`src/rtl/vec_inst_queue_pkg.sv`:
```
// Shared definitions for the vector instruction queue: opcode fields, entry layout, FSM states.
`ifndef XLEN
`define XLEN 32
`endif

package vec_inst_queue_pkg;

   localparam int IQ_XLEN = `XLEN;

   localparam logic [6:0] V_ARITH = 7'h57;
   localparam logic [2:0] CONF    = 3'b111;

   typedef struct packed {
      logic [IQ_XLEN-1:0] inst;
      logic [IQ_XLEN-1:0] rs1;
      logic [IQ_XLEN-1:0] rs2;
   } vec_iq_entry_t;

   typedef enum logic {
      IQ_RUN,
      IQ_WAIT_CFG
   } vec_iq_state_e;

   // vsetvli/vsetivli/vsetvl all share the OP-V opcode with funct3 = 111
   function automatic logic is_cfg_inst(input logic [14:0] inst_low);
      return (inst_low[6:0] == V_ARITH) && (inst_low[14:12] == CONF);
   endfunction

endpackage

```
`src/rtl/vec_iq_fifo.sv`:
```
// Generic DEPTH x WIDTH circular buffer with head/tail pointers and occupancy count.
// Caller guarantees push only when not full and pop only when not empty.
module vec_iq_fifo #(
   parameter int DEPTH = 4,
   parameter int WIDTH = 96,
   localparam int AW   = $clog2(DEPTH)
) (
   input  logic             clk,
   input  logic             reset_n,
   input  logic             flush,
   input  logic             push,
   input  logic             pop,
   input  logic [WIDTH-1:0] wr_data,
   output logic [WIDTH-1:0] rd_data,
   output logic [AW:0]      count
);

   logic [WIDTH-1:0] mem [DEPTH];
   logic [AW-1:0]    head;
   logic [AW-1:0]    tail;

   // Pointers wrap naturally because DEPTH is a power of two
   always_ff @(posedge clk or negedge reset_n) begin
      if (!reset_n) begin
         head  <= '0;
         tail  <= '0;
         count <= '0;
         for (int i = 0; i < DEPTH; i++) begin
            mem[i] <= '0;
         end
      end else if (flush) begin
         head  <= '0;
         tail  <= '0;
         count <= '0;
      end else begin
         if (push) begin
            mem[tail] <= wr_data;
            tail      <= tail + 1'b1;
         end
         if (pop) begin
            head <= head + 1'b1;
         end
         case ({push, pop})
            2'b10:   count <= count + 1'b1;
            2'b01:   count <= count - 1'b1;
            default: count <= count;
         endcase
      end
   end

   assign rd_data = mem[head];

endmodule

```
`src/rtl/vec_inst_queue.sv`:
```
// Vector instruction queue between scalar issue and vec_decode; holds younger work behind a
// vector config instruction until cfg_done. Optional same-cycle bypass: define VEC_IQ_BYPASS_EN.
`ifndef XLEN
`define XLEN 32
`endif

module vec_inst_queue
   import vec_inst_queue_pkg::*;
#(
   parameter int DEPTH = 4,
   parameter int XLEN  = `XLEN
) (
   input  logic                     clk,
   input  logic                     reset_n,
   input  logic                     flush,
   input  logic                     in_valid,
   output logic                     in_ready,
   input  logic [XLEN-1:0]          in_inst,
   input  logic [XLEN-1:0]          in_rs1,
   input  logic [XLEN-1:0]          in_rs2,
   output logic                     is_vec,
   input  logic                     out_ready,
   output logic [XLEN-1:0]          vec_inst,
   output logic [XLEN-1:0]          rs1_data,
   output logic [XLEN-1:0]          rs2_data,
   input  logic                     cfg_done,
   output logic                     cfg_wait,
   output logic [$clog2(DEPTH):0]   count
);

   localparam int AW = $clog2(DEPTH);
   localparam int EW = 3 * XLEN;

   vec_iq_state_e   state;
   vec_iq_state_e   state_next;
   logic [EW-1:0]   head_entry;
   logic [XLEN-1:0] head_inst;
   logic [XLEN-1:0] head_rs1;
   logic [XLEN-1:0] head_rs2;
   logic            bypass;
   logic            push;
   logic            pop;
   logic            cfg_issue;

   assign {head_inst, head_rs1, head_rs2} = head_entry;

`ifdef VEC_IQ_BYPASS_EN
   assign bypass = (count == '0) && (state == IQ_RUN) && in_valid && out_ready;
`else
   assign bypass = 1'b0;
`endif

   // Full is judged on the registered count only, so a same-cycle pop never opens in_ready
   assign in_ready  = (count != (AW+1)'(DEPTH));
   assign push      = in_valid && in_ready && !bypass;
   assign pop       = (state == IQ_RUN) && (count != '0) && out_ready;
   assign cfg_issue = bypass ? is_cfg_inst(in_inst[14:0])
                             : (pop && is_cfg_inst(head_inst[14:0]));

   vec_iq_fifo #(
      .DEPTH (DEPTH),
      .WIDTH (EW)
   ) u_fifo (
      .clk     (clk),
      .reset_n (reset_n),
      .flush   (flush),
      .push    (push),
      .pop     (pop),
      .wr_data ({in_inst, in_rs1, in_rs2}),
      .rd_data (head_entry),
      .count   (count)
   );

   always_ff @(posedge clk or negedge reset_n) begin
      if (!reset_n) begin
         state <= IQ_RUN;
      end else begin
         state <= state_next;
      end
   end

   // cfg_done in the same cycle as the config issue is ignored because we are still in RUN
   always_comb begin
      state_next = state;
      if (flush) begin
         state_next = IQ_RUN;
      end else begin
         case (state)
            IQ_RUN:      if (cfg_issue) state_next = IQ_WAIT_CFG;
            IQ_WAIT_CFG: if (cfg_done)  state_next = IQ_RUN;
            default:     state_next = IQ_RUN;
         endcase
      end
   end

   always_comb begin
      is_vec   = 1'b0;
      cfg_wait = 1'b0;
      vec_inst = head_inst;
      rs1_data = head_rs1;
      rs2_data = head_rs2;
      case (state)
         IQ_RUN: begin
            is_vec = (count != '0);
            if (bypass) begin
               is_vec   = 1'b1;
               vec_inst = in_inst;
               rs1_data = in_rs1;
               rs2_data = in_rs2;
            end
         end
         IQ_WAIT_CFG: cfg_wait = 1'b1;
         default: ;
      endcase
   end

endmodule

```
`config.mk`:
```
export PLATFORM = sky130hd
export DESIGN_NAME = vec_inst_queue
export DESIGN_NICKNAME = d
export VERILOG_FILES = /design/src/rtl/vec_inst_queue_pkg.sv /design/src/rtl/vec_iq_fifo.sv /design/src/rtl/vec_inst_queue.sv
export SDC_FILE = /design/constraint.sdc
export NUM_CORES = 1
export LEC_CHECK = 0
export CORE_UTILIZATION = 47
export DETAILED_ROUTE_END_ITERATION = 6
export GPL_TIMING_DRIVEN = 0
export PLACE_DENSITY_LB_ADDON = 0.12
export SYNTH_ARGS = -nofsm -noshare
export SYNTH_HDL_FRONTEND = slang
export SYNTH_SLANG_ARGS = --single-unit
```
`constraint.sdc`:
```
create_clock -name clk -period 5.1 [get_ports clk]
set_input_delay 0.51 -clock clk [delete_from_list [all_inputs] [get_ports clk]]
set_output_delay 0.51 -clock clk [all_outputs]
set_load 0.05 [all_outputs]
```
* Word-level counts from Yosys, hierarchy flattened
Index checks and enable logic that the tools add are counted.
Cells by class: bitwise gates (word level) 4, add/sub/neg operators 4, eq/ne operators 5, order comparisons 3, multiplexer cells 18, reductions and logical operators 11
Operators by type and width (number):
- 384-bit bitwise mux | 1
- 96-bit 2-to-1 mux | 3
- 96-bit binary-select mux with 2-bit select | 1
- 96-bit demux with 2-bit select | 1
- 2-bit 2-to-1 mux | 4
- 7-bit == test (second input constant) | 1
- 3-bit greater-or-equal comparator (second input constant) | 2
- 1-bit logical AND | 6
- 2-bit NOT with 3-bit output | 2
- 3-bit case mux with 2 select lines | 1
- 3-bit nonzero test | 2
- 1-bit 2-to-1 mux | 5
- 2-bit by 1-bit adder with 2-bit output (second input constant) | 2
- 2-bit nonzero test | 2
- 3-bit by 1-bit adder with 3-bit output (second input constant) | 1
- 3-bit == test (second input constant) | 1
- 3-bit by 1-bit less-than comparator with 1-bit output (second input constant) | 1
- 3-bit 2-to-1 mux | 1
- 3-bit inequality test (second input constant) | 1
- 3-bit by 1-bit subtractor with 3-bit output (second input constant) | 1
- 2-bit by 1-bit == test with 1-bit output (second input constant) | 1
- 2-bit == test (second input constant) | 1
- 1-bit NOT | 2
- 1-bit case mux with 2 select lines | 1
- 2-bit AND reduction | 1
Word-level totals: word-level logic and storage cells 53, register bits 392, output and inout port bits 102, input bits 102

* Logic depth before layout (Yosys ltp)
depth after elaboration 10, depth in mapped cells 6

* Hierarchy
From an unflattened synthesis, not the netlist that was laid out.
Unflattened totals: cell total of the unflattened synthesis 981, area total of the unflattened synthesis 17707.0 µm²
Modules (own cells, without submodules):
- vec_iq_fifo | cells each 968, seq. area each 9784.4 µm², area each 17595.6 µm², times used 1
- vec_inst_queue | cells each 13, seq. area each 25.0 µm², area each 111.4 µm², times used 1

* Least setup slack after synthesis
Ideal clock, no wire load.
path kind register -> output, from register u_fifo.head[0], to output rs1_data[0], slack 2818 ps, arrival time 1772 ps, required time 4590 ps, buffers on the path 3, cell stages (with the launch flop) 5, cells stage by stage dfrtp_1 > buf_2 > buf_2 > buf_2 > mux4_2
Between the ends: cells in the longest elaborated chain, start to end 4
RTL lines:
- start, declared | RTL line vec_iq_fifo.sv:19 | logic [AW-1:0] head;
- start signal, assigned | RTL line vec_iq_fifo.sv:41 | head <= head + 1'b1;
- 2-bit NOT with 3-bit output (implied by the code) | RTL line vec_iq_fifo.sv:51 | assign rd_data = mem[head];
- 96-bit binary-select mux with 2-bit select | RTL line vec_iq_fifo.sv:51
- 96-bit 2-to-1 mux (implied by the code) (2 in a row) | RTL line vec_iq_fifo.sv:51
- end, declared | RTL line vec_inst_queue.sv:24 | output logic [XLEN-1:0] rs1_data,
No other way between the ends. The select of a mux whose other input is x is not followed.

* Worst setup path after layout
from register u_fifo.head[1], to output rs1_data[14]
Same word-level chain as after synthesis.

==> flow_metrics.env <==
export IMPL_worst_setup_path_type="flop to primary output"
export IMPL_boundaryPins=204
export IMPL_drt_initial_drc_count=302
export IMPL_cts_htree_levels=2
export IMPL_first_pass_grt_wire_length_mm=58.2
export IMPL_layout_nets=1342
export IMPL_rsz0062_at_grt="no"
export IMPL_cts_tree="done"
export IMPL_synth_cell_types=35
export IMPL_postSynth_asyncResetShare=1.00
export IMPL_seq_cells_post_synth=392
export IMPL_insertedDiodeCount=0
export IMPL_cts_made_buffers=43
export IMPL_place_port_buffers=203
export IMPL_number_of_enable_type_register_cells_in_the_synthesized_netlist=0
export IMPL_cts_setup_buffers=0
export IMPL_ir_worst_vdd_uv=497
export IMPL_gpl_final_weighted_congestion=0.717
export IMPL_antenna_found_initial=0
export IMPL_cts_sinks=392
export IMPL_postRouteWirelength_mm=36.4
export IMPL_synthesis_area_um2=17000
export IMPL_synth_net_count=1090
export IMPL_post_cts_resized_instances=0
export IMPL_drtPass1Iterations=4
export IMPL_min_period_over_period=0.803
export IMPL_synth_top_cell_area_share=0.577
export IMPL_leakage_nw=9.18
export IMPL_core_area_um2=35600
export IMPL_routed_wire_length_per_instance_um=21.1
export IMPL_initial_utilization=0.478
export IMPL_worstPathArrival_ns=3.58
export IMPL_placed_cells_incl_taps=1650
export IMPL_clk_root_buffer_cell="clkbuf_16"
export IMPL_std_cell_rows=69
export IMPL_gr_usage_all_layers=0.205
export IMPL_path_clk_slew_ns=0.06
export IMPL_final_seq_area_um2=9810
export IMPL_first_global_vias=10200
export IMPL_synth_top_area_cell="dfrtp_1"
export IMPL_timing_critical_path_from_type="flop"
export IMPL_transition_time_at_the_pin_with_the_least_slew_margin_ns=0.893
export IMPL_synthTopCellsByArea="dfrtp_1 (58%), mux2_2 (15%), mux4_2 (13%), mux2_1 (11%), buf_2 (1.1%)"
export IMPL_multiInputGateArea_um2=6820
export IMPL_synth_seq_area_share=0.577
export IMPL_finalSetupViolations=0
export IMPL_yosysWarningCount=0
export IMPL_die_w_um=192
export IMPL_drc=0
export IMPL_drv_max_cap_violation_count=0
export IMPL_yosys_most_used_dff="dfrtp_1"
export IMPL_gr_total_overflow=0
export IMPL_worstSkewPairLatency_ns=0.53
export IMPL_vias=9471
export IMPL_dieArea_um2=36900
export IMPL_layout_min_cycle_time_ns=4.09
export IMPL_hold_violation_count_in_the_final_report=0
export IMPL_slew_headroom=0.405
export IMPL_tns_ns=0
export IMPL_drive_gt1_frac=0.350
export IMPL_count_of_placed_standard_cells_in_the_final_layout_fillers_left_out=1728
export IMPL_synth_top_cells_by_count="dfrtp_1 (392), mux2_2 (224), mux2_1 (161)"
export IMPL_largest_net_degree_at_the_start_of_global_routing=124
export IMPL_post_drt_via_cell_ratio=5.48
export IMPL_report_final_slew_viol_count=0
export IMPL_max_clock_buf_depth=3
export IMPL_skew_ns=0.0113
export IMPL_die_height_um=192
export IMPL_post_cts_hold_buffer_count=1
export IMPL_critPathMaxFanout=10
export IMPL_ant_nets=0
export IMPL_yosys_cell_count_top_type="dfrtp_1"
export IMPL_area_growth_syn_to_layout_pct=24.0
export IMPL_status="completed"
export IMPL_critical_path_required_ns=4.59
export IMPL_power_density_over_the_cells_nw_per_um2=702
export IMPL_setup_worst_path_end_class="primary output"
export IMPL_class_of_the_tightest_hold_or_removal_check="flop to flop"
export IMPL_syn_area_per_cell_um2=17.3
export IMPL_synthCells=983
export IMPL_fill_cells=2788
export IMPL_place_hpwl_mm=24.1
export IMPL_fmaxAchievable_ghz=0.244
[power breakdown]
group          switching, mW  leakage (nW)  total [mW]  internal (mW)
combinational           3.68          3.58        6.68           3.00
clock                   1.20         0.679        3.01           1.81
sequential             0.638          4.92        5.11           4.48
total                   5.51          9.18        14.8           9.29
[worst paths after layout]
| path | start | end | slack [ns] | cells after the start |
|---|---|---|---|---|
| max reg2reg | u_fifo.count[0] | u_fifo.mem[355] | 2.72 | 6 |
| min in group asynchronous | reset_n | u_fifo.mem[348] | 0.49 | 2 |
| max | u_fifo.head[1] | rs1_data[14] | 1.01 | 5 |
| max in group asynchronous | reset_n | u_fifo.mem[102] | 3.20 | 4 |
| min reg2reg | u_fifo.mem[184] | u_fifo.mem[184] | 0.48 | 1 |
| min | u_fifo.mem[184] | u_fifo.mem[184] | 0.48 | 1 |
[critical path, cell delays in order, from the launching register on]
cell and delay [ns]:
dfrtp_1 0.32, buf_2 0.21, clkbuf_1 0.70, buf_1 0.64
mux4_2 0.38, clkdlybuf4s50_1 0.81
[final cells by class]
type,instances,share of cell area
Inverter,5,0.000891
Buffer,63,0.0164
Multi-Input combinational cell,523,0.323
Tap cell,461,0.0274
Sequential cell,392,0.465
Clock inverter,6,0.00261
Timing Repair Buffer,207,0.101
Clock buffer,71,0.0628
[sequential cells by signal (all words and copies together), names as in the netlist]
register / flops
state: 1
u_fifo.count: 3
u_fifo.head: 2
u_fifo.mem: 384
u_fifo.tail: 2
[per-layer routing]
layer / wire length, um / track usage
met3: 1960 / 0.0444
met2: 17600 / 0.328
met5: 0 / 0
met1: 16300 / 0.287
met4: 555 / 0.0463
[through the flow]
| stage | power, mW | setup WS [ns] | utilization | hold slack, ns | instance area (um2) |
|---|---|---|---|---|---|
| floorplan | 9.90 | 2.82 | - | 0.214 | 17000 |
| global placement | 11.8 | -13.97 | 0.551 | 0.468 | 19600 |
| detailed placement | 11.9 | 1.53 | 0.553 | 0.445 | 19700 |
| CTS | 15.0 | 0.955 | 0.592 | 0.486 | 21100 |
| global route | 15.6 | 0.869 | 0.592 | 0.502 | 21100 |
| finish | 14.8 | 1.01 | 0.592 | 0.485 | 21100 |
[cells in the final DEF (no fill, tap or decap), types with 2 or more instances in the layout]
master,count
a21oi_1,2
buf_1,3
buf_16,3
buf_2,36
buf_4,17
clkbuf_1,23
clkbuf_16,45
clkbuf_8,10
clkdlybuf4s50_1,202
clkinv_2,5
dfrtp_1,392
ha_1,4
inv_1,4
mux2_1,161
mux2_2,224
mux4_2,96
nand2_1,6
nand4_1,2
nor2_1,5
nor2b_1,2
nor3_1,2
xnor2_1,2
[cells by family after synthesis]
| group | synth area share |
|---|---|
| AO/OA/AOI/OAI | 0.00339 |
| XOR/XNOR | 0.00155 |
| adder cells (fa/ha/maj) | 0.00412 |
| buffers and inverters | 0.0214 |
| flip-flops | 0.577 |
| multiplexers | 0.383 |
| AND/OR/NAND/NOR | 0.00906 |
No activity file was read; power rests on OpenSTA's default activity.
